`config.mk`:
```
export PLATFORM = sky130hd
export DESIGN_NAME = serial_subtractor_flat
export DESIGN_NICKNAME = d
export VERILOG_FILES = /design/src/rtl/serial_subtractor_if.sv /design/src/rtl/serial_subtractor.sv /design/src/flat_wrapper.sv
export SDC_FILE = /design/constraint.sdc
export NUM_CORES = 1
export LEC_CHECK = 0
export ABC_AREA = 1
export BUFFER_PORTS_ARGS = -buffer_cell sky130_fd_sc_hd__buf_2
export CORE_MARGIN = 2
export CORE_UTILIZATION = 49
export DETAILED_ROUTE_END_ITERATION = 8
export GPL_TIMING_DRIVEN = 0
export PLACE_DENSITY = 0.75
export SETUP_SLACK_MARGIN = 0.3
export SLEW_MARGIN = 20
export SYNTH_ARGS = -nofsm -noshare
export SYNTH_HDL_FRONTEND = slang
export SYNTH_SLANG_ARGS = --single-unit
```
`constraint.sdc`:
```
create_clock -name clk -period 1.1 [get_ports clk]
set_input_delay 0.055 -clock clk [delete_from_list [all_inputs] [get_ports clk]]
set_output_delay 0.055 -clock clk [all_outputs]
set_load 0.1 [all_outputs]
```
`src/rtl/serial_subtractor_if.sv`:
```
// Operand/result bus of the bit-serial subtractor.
// Handshake: master raises start with a/b/bin; the slave accepts it only while idle (busy=0); done pulses one cycle with diff/bout valid.
interface serial_subtractor_if #(
    parameter int WIDTH = 8
);
    logic             start;
    logic [WIDTH-1:0] a;
    logic [WIDTH-1:0] b;
    logic             bin;
    logic             busy;
    logic             done;
    logic [WIDTH-1:0] diff;
    logic             bout;

    modport master (
        output start, a, b, bin,
        input  busy, done, diff, bout
    );

    modport slave (
        input  start, a, b, bin,
        output busy, done, diff, bout
    );
endinterface

```
`src/rtl/serial_subtractor.sv`:
```
// Bit-serial WIDTH-bit subtractor: one full-subtractor cell, registered borrow,
// operands consumed LSB first, difference assembled in a right-shifting register.
module serial_subtractor #(
    parameter int WIDTH = 8
) (
    input  logic                 clk,
    input  logic                 rst,
    serial_subtractor_if.slave   bus,
    output logic [1:0]           dbg_state
);
    localparam int CW = (WIDTH > 1) ? $clog2(WIDTH) : 1;
    localparam logic [CW-1:0] LAST = CW'(WIDTH - 1);

    typedef enum logic [1:0] {
        IDLE  = 2'd0,
        SHIFT = 2'd1,
        DONE  = 2'd2
    } state_t;

    state_t           state_q, state_d;
    logic [WIDTH-1:0] ra_q, ra_d;
    logic [WIDTH-1:0] rb_q, rb_d;
    logic [WIDTH-1:0] res_q, res_d;
    logic [CW-1:0]    cnt_q, cnt_d;
    logic             br_q, br_d;
    logic             bout_q, bout_d;
    logic             busy_q, busy_d;
    logic             done_q, done_d;

    logic cell_x, cell_y, cell_d, cell_bo;

    always_comb begin
        cell_x  = ra_q[0];
        cell_y  = rb_q[0];
        cell_d  = cell_x ^ cell_y ^ br_q;
        cell_bo = (~cell_x & cell_y) | (~(cell_x ^ cell_y) & br_q);
    end

    always_comb begin
        state_d = state_q;
        ra_d    = ra_q;
        rb_d    = rb_q;
        res_d   = res_q;
        cnt_d   = cnt_q;
        br_d    = br_q;
        bout_d  = bout_q;
        busy_d  = busy_q;
        done_d  = 1'b0;
        case (state_q)
            IDLE: begin
                if (bus.start) begin
                    ra_d    = bus.a;
                    rb_d    = bus.b;
                    br_d    = bus.bin;
                    cnt_d   = '0;
                    busy_d  = 1'b1;
                    state_d = SHIFT;
                end
            end
            SHIFT: begin
                // New bit enters at the MSB so bit 0 lands at position 0 after WIDTH shifts.
                res_d = (res_q >> 1) | (WIDTH'(cell_d) << (WIDTH - 1));
                ra_d  = ra_q >> 1;
                rb_d  = rb_q >> 1;
                br_d  = cell_bo;
                cnt_d = cnt_q + CW'(1);
                if (cnt_q == LAST) begin
                    bout_d  = cell_bo;
                    done_d  = 1'b1;
                    state_d = DONE;
                end
            end
            DONE: begin
                busy_d  = 1'b0;
                state_d = IDLE;
            end
            default: begin
                busy_d  = 1'b0;
                state_d = IDLE;
            end
        endcase
    end

    always_ff @(posedge clk or posedge rst) begin
        if (rst) begin
            state_q <= IDLE;
            ra_q    <= '0;
            rb_q    <= '0;
            res_q   <= '0;
            cnt_q   <= '0;
            br_q    <= 1'b0;
            bout_q  <= 1'b0;
            busy_q  <= 1'b0;
            done_q  <= 1'b0;
        end else begin
            state_q <= state_d;
            ra_q    <= ra_d;
            rb_q    <= rb_d;
            res_q   <= res_d;
            cnt_q   <= cnt_d;
            br_q    <= br_d;
            bout_q  <= bout_d;
            busy_q  <= busy_d;
            done_q  <= done_d;
        end
    end

    assign bus.busy  = busy_q;
    assign bus.done  = done_q;
    assign bus.diff  = res_q;
    assign bus.bout  = bout_q;
    assign dbg_state = state_q;
endmodule
```
`src/flat_wrapper.sv`:
```
// flat-port wrapper written by rule: the top's interface ports become plain ports
module serial_subtractor_flat 
#(
    parameter int WIDTH = 8
)
  (clk, rst, dbg_state, bus_start, bus_a, bus_b, bus_bin, bus_busy, bus_done, bus_diff, bus_bout);
  serial_subtractor_if #(.WIDTH(WIDTH)) bus_i ();
  input  logic clk;
  input  logic rst;
  output logic [1:0] dbg_state;
  input wire logic [$bits(bus_i.start)-1:0] bus_start;
  input wire logic [$bits(bus_i.a)-1:0] bus_a;
  input wire logic [$bits(bus_i.b)-1:0] bus_b;
  input wire logic [$bits(bus_i.bin)-1:0] bus_bin;
  output wire logic [$bits(bus_i.busy)-1:0] bus_busy;
  output wire logic [$bits(bus_i.done)-1:0] bus_done;
  output wire logic [$bits(bus_i.diff)-1:0] bus_diff;
  output wire logic [$bits(bus_i.bout)-1:0] bus_bout;
  assign bus_i.start = bus_start;
  assign bus_i.a = bus_a;
  assign bus_i.b = bus_b;
  assign bus_i.bin = bus_bin;
  assign bus_busy = bus_i.busy;
  assign bus_done = bus_i.done;
  assign bus_diff = bus_i.diff;
  assign bus_bout = bus_i.bout;
  serial_subtractor #(.WIDTH(WIDTH)) u_core (.clk(clk), .rst(rst), .bus(bus_i), .dbg_state(dbg_state));
endmodule
```
## After elaboration in Yosys (flattened, before gate mapping)

Cells that the tools add are included.
Widths: inputs -> output; s select.

| cells by class | value |
|---|---|
| add/sub/neg operators | 1 |
| eq/ne operators | 4 |
| multiplexer cells | 15 |
| bitwise gates (word level) | 9 |
| reduce and logical (&&, ||, !) cells | 6 |

Operators with widths:

| kind | count |
|---|---|
| $pmux 8 s2 | 2 |
| $mux 8 | 2 |
| $or 7x8->8 | 1 |
| $reduce_and 2->1 | 4 |
| $pmux 3 s2 | 1 |
| $mux 1 | 4 |
| $mux 2 | 2 |
| $pmux 1 s2 | 2 |
| $pmux 2 s2 | 1 |
| $add 3x1->3 const B | 1 |
| $eq 3x3->1 const B | 1 |
| $mux 3 | 1 |
| $not 1->1 | 3 |
| $and 1x1->1 | 2 |
| $eq 2x1->1 const B | 1 |
| $logic_not 2->1 | 1 |
| $ne 2x1->1 const B | 1 |
| $ne 2x2->1 const B | 1 |
| $reduce_bool 2->1 | 1 |
| $xor 1x1->1 | 2 |
| $or 1x1->1 | 1 |

| storage, ports and cells | value |
|---|---|
| register bits after elaboration | 33 |
| input port bits | 20 |
| output and inout port bits | 13 |
| word-level logic and storage cells | 44 |

## Logic depth before layout (Yosys ltp)

Gate-level depths: netlist of the first run.

| depth | value |
|---|---|
| depth in word-level cells | 5 |
| depth in mapped cells | 6 |
| gate-level depth less buffers | 6 |

## Worst setup path after synthesis of the first run

Ideal clock, no wire load.

| timing | value |
|---|---|
| path type | reg-to-reg |
| from | reg u_core.state_q[1], in the netlist u_core.dbg_state[1] |
| to | reg u_core.ra_q[3] |
| setup time | 117 ps |
| data arrival time | 1,703 ps |
| required time | 983 ps |
| path slack | -721 ps |
| cell stages (with the launch flop) | 7 |
| path buffers | 1 |
| clock period less this slack | 1,821 ps |
| cell sequence | dfrtp_1 > inv_2 > nand2_4 > buf_4 > nand2_1 > nand3_1 > nand2_1 |

| on the way | value |
|---|---|
| word-level cells in the longest chain between the ends | 3 |
| elaborated cells between the ends (all ways) | 6 |
| those cells by class | 2 x eq/ne; 1 x mux; 3 x reduce/logical |

RTL lines:

| what | RTL line | text |
|---|---|---|
| from (decl) | serial_subtractor.sv:20 | `state_t state_q, state_d;` |
| from (signal assigned) | serial_subtractor.sv:96 | `state_q <= state_d;` |
| $eq 2x1->1 / $logic_not 2->1 (equally long branches) | serial_subtractor.sv:49 | `case (state_q)` |
| $reduce_bool 2->1 (no source line) / $ne 2x2->1 (equally long branches) | - |  |
| $reduce_and 2->1 (no source line) | - |  |
| to (signal assigned) | serial_subtractor.sv:97 | `ra_q <= ra_d;` |
| to (decl) | serial_subtractor.sv:21 | `logic [WIDTH-1:0] ra_q, ra_d;` |

Several ways; a longest one is shown, not always the timed one.
A chain may end at the register's enable or synchronous reset.

## Worst setup path in the final report of the first run

| timing | value |
|---|---|
| from | reg u_core.state_q[1], in the netlist u_core.dbg_state[1] |
| to | reg u_core.cnt_q[1] |

| on the way | value |
|---|---|
| word-level cells in the longest chain between the ends | 3 |
| elaborated cells between the ends (all ways) | 6 |
| those cells by class | 2 x eq/ne; 1 x mux; 3 x reduce/logical |

RTL lines:

| what | RTL line | text |
|---|---|---|
| $eq 2x1->1 / $logic_not 2->1 (equally long branches) | serial_subtractor.sv:49 |  |
| $reduce_bool 2->1 (no source line) / $ne 2x2->1 (equally long branches) | - |  |
| $reduce_and 2->1 (no source line) | - |  |
| to (signal assigned) | serial_subtractor.sv:100 | `cnt_q <= cnt_d;` |
| to (decl) | serial_subtractor.sv:24 | `logic [CW-1:0] cnt_q, cnt_d;` |

Several ways; a longest one is shown, not always the timed one.

==> results of run 1 <==
==> metrics by stage <==
| step | setup TNS [ns] | util |
|---|---|---|
| after floorplan | -5.43 | - |
| after global placement | -6.56 | 0.604 |
| after detailed placement | -2.11 | 0.604 |
| after CTS | -1.95 | 0.768 |
| after global routing | -3.70 | 0.801 |
| final | -2.13 | 0.801 |
==> layout make-up <==
cell class / instances / area share
Sequential cell: 33 / 0.322
Multi-Input combinational cell: 126 / 0.285
Timing Repair Buffer: 58 / 0.228
Tap cell: 46 / 0.0219
Clock inverter: 2 / 0.0143
Buffer: 11 / 0.0504
Clock buffer: 6 / 0.0195
Inverter: 38 / 0.0590
==> metal layers <==
metal / GRT usage / share of wire
met5: 0 / 0
met4: 0.103 / 0.019
met3: 0.0538 / 0.042
met2: 0.409 / 0.52
met1: 0.298 / 0.42
==> worst max-delay path by stage <==
stage | to | slack (ns) | cells after the start
4_1_cts | u_core.ra_q[2] | -0.11 | 6
6_report | u_core.cnt_q[1] | -0.11 | 6
5_1_grt | u_core.cnt_q[2] | -0.16 | 6
3_3_place_gp | u_core.dbg_state[0] | -0.27 | 2
3_5_place_dp | u_core.bus.bout | -0.14 | 6
2_1_floorplan | u_core.ra_q[0] | -0.21 | 6
==> placed cells by master, fill, tap and decap left out, types with 5 or more instances in the layout <==
| cell type | instances |
|---|---|
| nand3_2 | 16 |
| clkbuf_4 | 5 |
| buf_4 | 21 |
| buf_6 | 9 |
| nand2_1 | 55 |
| inv_1 | 33 |
| buf_2 | 19 |
| nand3_1 | 34 |
| buf_12 | 13 |
| dfrtp_2 | 11 |
| o21ai_1 | 5 |
| dfrtp_1 | 20 |
==> report_power, final <==
part           leakage [nW]  total (mW)  switching, mW  internal (mW)
clock network        0.0445       0.991          0.451          0.540
registers             0.387        2.29          0.472           1.82
logic                 0.951        5.67           3.24           2.43
==> state kept, by name (all words and copies together) (netlist names), 2 cells and up <==
signal / count
u_core.bus.diff: 8
u_core.cnt_q: 3
u_core.dbg_state: 2
u_core.ra_q: 8
u_core.rb_q: 8
==> repair_timing <==
item,4_1_cts,5_1_grt
resized for setup,75,11
pin swaps,5,4
gates cloned,3,2
setup buffers,15,5
setup endpoints to repair,46,46
hold endpoints to repair,35,33
==> critical path: stages, from the launching register on <==
cell and delay (ns):
dfrtp_4 0.55, clkinv_8 0.10, nand2_8 0.08, buf_8 0.14, buf_12 0.14, nand3_2 0.05, nand2_1 0.05
==> cells by family (layout without fill, tap and decap cells) <==
kind of cell / count (synthesis) / in the layout
flops: 33 / 33
simple gates: 114 / 115
buf+inv: 49 / 115
fa+ha+maj: 3 / 3
compound gates: 8 / 8
==> summary.txt, run 1 <==
Run status
  • Status: finished, violations left
  • Failing checks: hold timing, setup timing

CTS
  • Total clock sinks: 33
  • Clock buffer depth: 2
  • CTS clk-pin slew, worst paths: 0.11 ns
  • CTS tree: yes
  • CTS Root Buffer Type: clkbuf_4
  • CTS Hold Bufs: 2
  • Clock Latency Late Sink: 0.34 ns
  • H-tree Lvls: 2
  • TritonCTS Buffers: 5

Logic synthesis
  • Synth Area in Adders: 0.0273
  • Synth Area in XOR/XNOR: 0
  • Synth area leaders: dfrtp_1 (50%), nand3_1 (15%), nand2_1 (13%)
  • Area leader, netlist: dfrtp_1
  • Compound-cell area share of the yosys netlist: 0.0243
  • Simple-gate area share of the yosys netlist: 0.311
  • Mapped Cells: 207
  • Post-synth top area share: 0.501
  • Syn_nets: 230
  • Top post-synthesis cells by count: nand2_1 (57), nand3_1 (50), inv_1 (37), dfrtp_1 (33), o21ai_0 (7)
  • EDFF count, synth: 0
  • Synthesized area: 1650 µm²
  • Synth Register Bits: 33
  • Asr flop ratio synth: 1.00
  • Syn. warnings: 0
  • Top FF cell, synth: dfrtp_1
  • Largest family of logic cells by synthesized area: simple AND/OR/NAND/NOR gates
  • Post-synthesis area per instance: 7.96 µm²
  • Mux cell area share after synthesis: 0
  • Count leader, synth: nand2_1
  • Unique masters post-synth: 14
  • Sequential fraction of the synthesis area: 0.501

Drt
  • Routed wire length: 4270 µm
  • Vias: 1606
  • Post-route ant nets: 0
  • Number of remaining DRC errors: 0
  • First drt pass iteration count: 4
  • DR iter-0 viols: 108
  • Routed vias/inst: 5.02
  • Avg WL per Cell: 13.3 µm

STA
  • Slew Viols, Final: 0
  • Hold Fails Final Rpt: 33
  • Final setup fails: 31
  • Tmin final: 1.21 ns
  • Timing-limited maximum frequency: 824 MHz
  • Worst Clk Skew: 0.00705 ns
  • Fin worst setup slack: -0.113 ns
  • Fin crit share: 1.10
  • Worst hold margin: -0.199 ns
  • RSZ-0062 raised after global routing: true
  • Worst Tran Pin Value: 0.682 ns
  • Max-slew headroom: 0.544

Placed design
  • Cell count after placement: 285
  • Cell Area, Placed: 1980 µm²
  • Setup Slack @ Placement: -0.143 ns
  • Dpl hpwl: 2290 µm
  • Routability cong.: 0.789
  • I/O Buffers: 32

Setup path
  • R2R Path Start: u_core.dbg_state[1]
  • Setup CP Type: flip-flop to flip-flop
  • CP Data Required Time: 1.34 ns
  • CP endpoint kind: flip-flop
  • Reg2reg setup slack: -0.11 ns
  • Startpoint types: flip-flop
  • Reg2reg end: u_core.cnt_q[1]
  • R2r worst-path depth: 6
  • CP Max Fanout: 10
  • Critical path launch point: u_core.dbg_state[1]
  • CP arrival: 1.46 ns

GRT
  • Aggregate global-route resource usage: 0.243
  • Vias in the first global route: 1520
  • First-pass GRT wire length: 6770 µm
  • Initial antenna violation count: 0
  • GR Overflow Total: 0
  • Pin count of the biggest net entering global routing: 34

Floorplan
  • Vert. Die Dim: 62.0 µm
  • Core Box Area: 3280 µm²
  • Row cnt: 21
  • Initial Util: 0.502
  • Die Wd: 62.0 µm
  • Full die area: 3840 µm²
  • # IOs: 33

Pwr
  • Final Power: 8.95 mW
  • Power Density: 3400 nW/µm²
  • Leakage: 1.38 nW
  • Max IR drop VDD: 0.00230 V

Finish
  • Total Nets Final: 296
  • Fillers: 192
  • Ratio of cells with drive above 1 in the final layout: 0.438
  • Diodes inserted: 0
  • Fin area: 2630 µm²
  • Area grow syn2layout: 59.7%
  • Multi-input combinational cell area: 751 µm²
  • Reg area: 847 µm²
  • Filler-free cell count of the finished design: 320

Job
  • Max Cap Viol: 0

Hold path
  • Min-Delay Path Class: input port to async pin
No activity file was read; power rests on OpenSTA's default activity.
==> inputs of run 2 (changes only) <==
--- a/config.mk
+++ b/config.mk
@@ -11,6 +11,7 @@
 export CORE_UTILIZATION = 49
 export DETAILED_ROUTE_END_ITERATION = 8
 export GPL_TIMING_DRIVEN = 0
+export MAX_ROUTING_LAYER = met4
 export PLACE_DENSITY = 0.75
 export SETUP_SLACK_MARGIN = 0.3
 export SLEW_MARGIN = 20
==> run 2 against run 1 <==
Compared with the run above: the flow still finishes with violations (hold timing, setup timing); setup slack worse by 0.0045 ns; critical path depth fell by 5; wire length shrank 0.91%; largest cell class unchanged; largest power group unchanged.
==> summary.txt, run 2 (same netlist as run 1, synthesis figures left out) <==
Run status
  • Status: finished, violations left
  • Failing checks: hold timing, setup timing

Placed design
  • Cell count after placement: 285 (unchanged)
  • Setup Slack @ Placement: -0.143 ns (unchanged)
  • Dpl hpwl: 2290 µm (unchanged)
  • Routability cong.: 0.800 (+1.4%)
  • I/O Buffers: 32 (unchanged)

Pwr
  • Switch Pwr: 4.16 mW (-0.19%)
  • Flop pwr share: 0.256 (about the same)
  • Sw Ratio: 0.465 (-0.000487)
  • Final Power: 8.94 mW (about the same)
  • Cell-internal power: 4.78 mW (about the same)
  • Max IR drop VDD: 0.00230 V (about the same)
  • Clock power frac: 0.111 (about the same)
  • Logic gate share of total power: 0.633 (about the same)
  • Power Density: 3400 nW/µm² (about the same)
  • Leakage: 1.38 nW (unchanged)

Setup path
  • CP max stage delay: 0.50 ns (-0.05 ns)
  • Setup CP Type: flip-flop to primary output
  • CP Data Required Time: 1.04 ns (-0.30 ns)
  • Startpoint types: flip-flop
  • Cell family with most CP delay: flip-flops
  • Slowest CP cell: dfrtp_4
  • CP endpoint kind: primary output
  • Buffering stage count on the worst path with inverters included: 1 (-2)
  • CP cell instances: buf_4
  • CP Max Fanout: 6 (-4)
  • CP arrival: 1.16 ns (-0.30 ns)

Floorplan
  • Full die area: 3840 µm² (unchanged)
  • Row cnt: 21 (unchanged)
  • Core Box Area: 3280 µm² (unchanged)
  • Die Wd: 62.0 µm (unchanged)
  • # IOs: 33 (unchanged)
  • Initial Util: 0.502 (unchanged)
  • Vert. Die Dim: 62.0 µm (unchanged)

STA
  • Worst Tran Pin Value: 0.687 ns (+0.00490 ns)
  • Tmin final: 1.22 ns (+0.00448 ns)
  • Worst Clk Skew: 0.00655 ns (-0.000501 ns)
  • Max-slew headroom: 0.541 (-0.00327)
  • Worst hold margin: -0.204 ns (-0.00447 ns)
  • Hold Fails Final Rpt: 35 (+6.1%)
  • Slew Viols, Final: 0 (unchanged)
  • Fin worst setup slack: -0.118 ns (-0.00448 ns)
  • RSZ-0062 raised after global routing: true
  • Final setup fails: 31 (unchanged)
  • TNS Setup: -2.15 ns (-0.0261 ns)
  • Timing-limited maximum frequency: 821 MHz (-0.37%)
  • Fin crit share: 1.11 (+0.00407)

GRT
  • First-pass GRT wire length: 6780 µm (+0.21%)
  • Aggregate global-route resource usage: 0.250 (+0.00756)
  • Vias in the first global route: 1518 (-0.13%)
  • Initial antenna violation count: 0 (unchanged)
  • Pin count of the biggest net entering global routing: 34 (unchanged)
  • GR Overflow Total: 0 (unchanged)

Drt
  • Number of remaining DRC errors: 0 (unchanged)
  • Routed vias/inst: 4.98 (-0.75%)
  • Vias: 1594 (-0.75%)
  • Avg WL per Cell: 13.2 µm (-0.91%)
  • First drt pass iteration count: 4 (unchanged)
  • Routed wire length: 4230 µm (-0.91%)
  • Post-route ant nets: 0 (unchanged)
  • DR iter-0 viols: 105 (-2.8%)

CTS
  • CTS tree: yes
  • Total clock sinks: 33 (unchanged)
  • CTS Root Buffer Type: clkbuf_4
  • TritonCTS Buffers: 5 (unchanged)
  • Clock Latency Late Sink: 0.35 ns (about the same)
  • H-tree Lvls: 2 (unchanged)
  • CTS Hold Bufs: 2 (unchanged)
  • CTS clk-pin slew, worst paths: 0.11 ns (about the same)
  • Clock buffer depth: 2 (unchanged)

Finish
  • Filler-free cell count of the finished design: 320 (unchanged)
  • Total Nets Final: 296 (unchanged)
  • Ratio of cells with drive above 1 in the final layout: 0.438 (unchanged)
  • Area grow syn2layout: 59.7% (unchanged)
  • Diodes inserted: 0 (unchanged)
  • Commonest non-fill, non-tap cell in the layout: nand2_1
  • Fillers: 192 (unchanged)
  • Commonest non-fill, non-tap cells in the layout: nand2_1 (55), nand3_1 (34), inv_1 (33)

Hold path
  • Min-Delay Path Class: input port to async pin

Job
  • Max Cap Viol: 0 (unchanged)
run 2: cell counts in the layout (fill, tap and decap cells not counted):
No cell type changed its count.
run 2: final cells by class:
class / count / area (µm²) / share of cell area
Timing Repair Buffer: 58 / 599 / 0.228
Inverter: 38 / 155 / 0.0590
Multi-Input combinational cell: 126 / 751 / 0.285
Tap cell: 46 / 57.6 / 0.0219
Sequential cell: 33 / 847 / 0.322
Clock buffer: 6 / 51.3 / 0.0195
Clock inverter: 2 / 37.5 / 0.0143
Buffer: 11 / 133 / 0.0504
run 2: routing by layer:
layer,vias to the layer above,global-route usage,wire length (µm),share of wire
li1,771,-,-,-
met1,767,0.299,1750,0.41
met2,43,0.408,2210,0.52
met3,13,0.0538,180,0.043
met4,0,0.103,95,0.022
met5,-,-,0,0
run 2: power by group through the flow:
stage	registers, mW	logic [mW]	clock network, mW
finish	2.28	5.66	0.993
global route	2.34	6.10	1.06
CTS	2.24	5.16	0.995
detailed placement	2.19	3.94	0
global placement	2.17	3.90	0
floorplan	3.46	1.99	0
run 2: worst paths after layout:
path                                      from                   to  slack (ns)  cells after the start
min                                        rst   u_core.bus.diff[3]       -0.20                      2
max in group asynchronous                  rst  u_core.dbg_state[0]        0.80                      2
max                        u_core.dbg_state[1]         dbg_state[1]       -0.12                      1
min in group clk                      bus_b[4]       u_core.rb_q[4]           0                      5
min reg2reg                     u_core.ra_q[5]       u_core.ra_q[5]        0.52                      2
max reg2reg                u_core.dbg_state[1]       u_core.rb_q[0]       -0.12                      6
run 2: repair_timing:
action,CTS,global route
pin swaps,5,4
setup buffers,15,5
endpoints found under the hold margin,35,33
cloned,3,2
gates resized for setup,75,11
endpoints found under the setup margin,46,46
run 2: per-stage QoR:
step	cell area (µm²)	utilization	hold WS, ns
after floorplan	1770	-	0.183
after global placement	1980	0.604	0.292
after detailed placement	1980	0.604	0.198
after CTS	2520	0.768	-0.177
after global routing	2630	0.801	-0.150
final	2630	0.801	-0.204
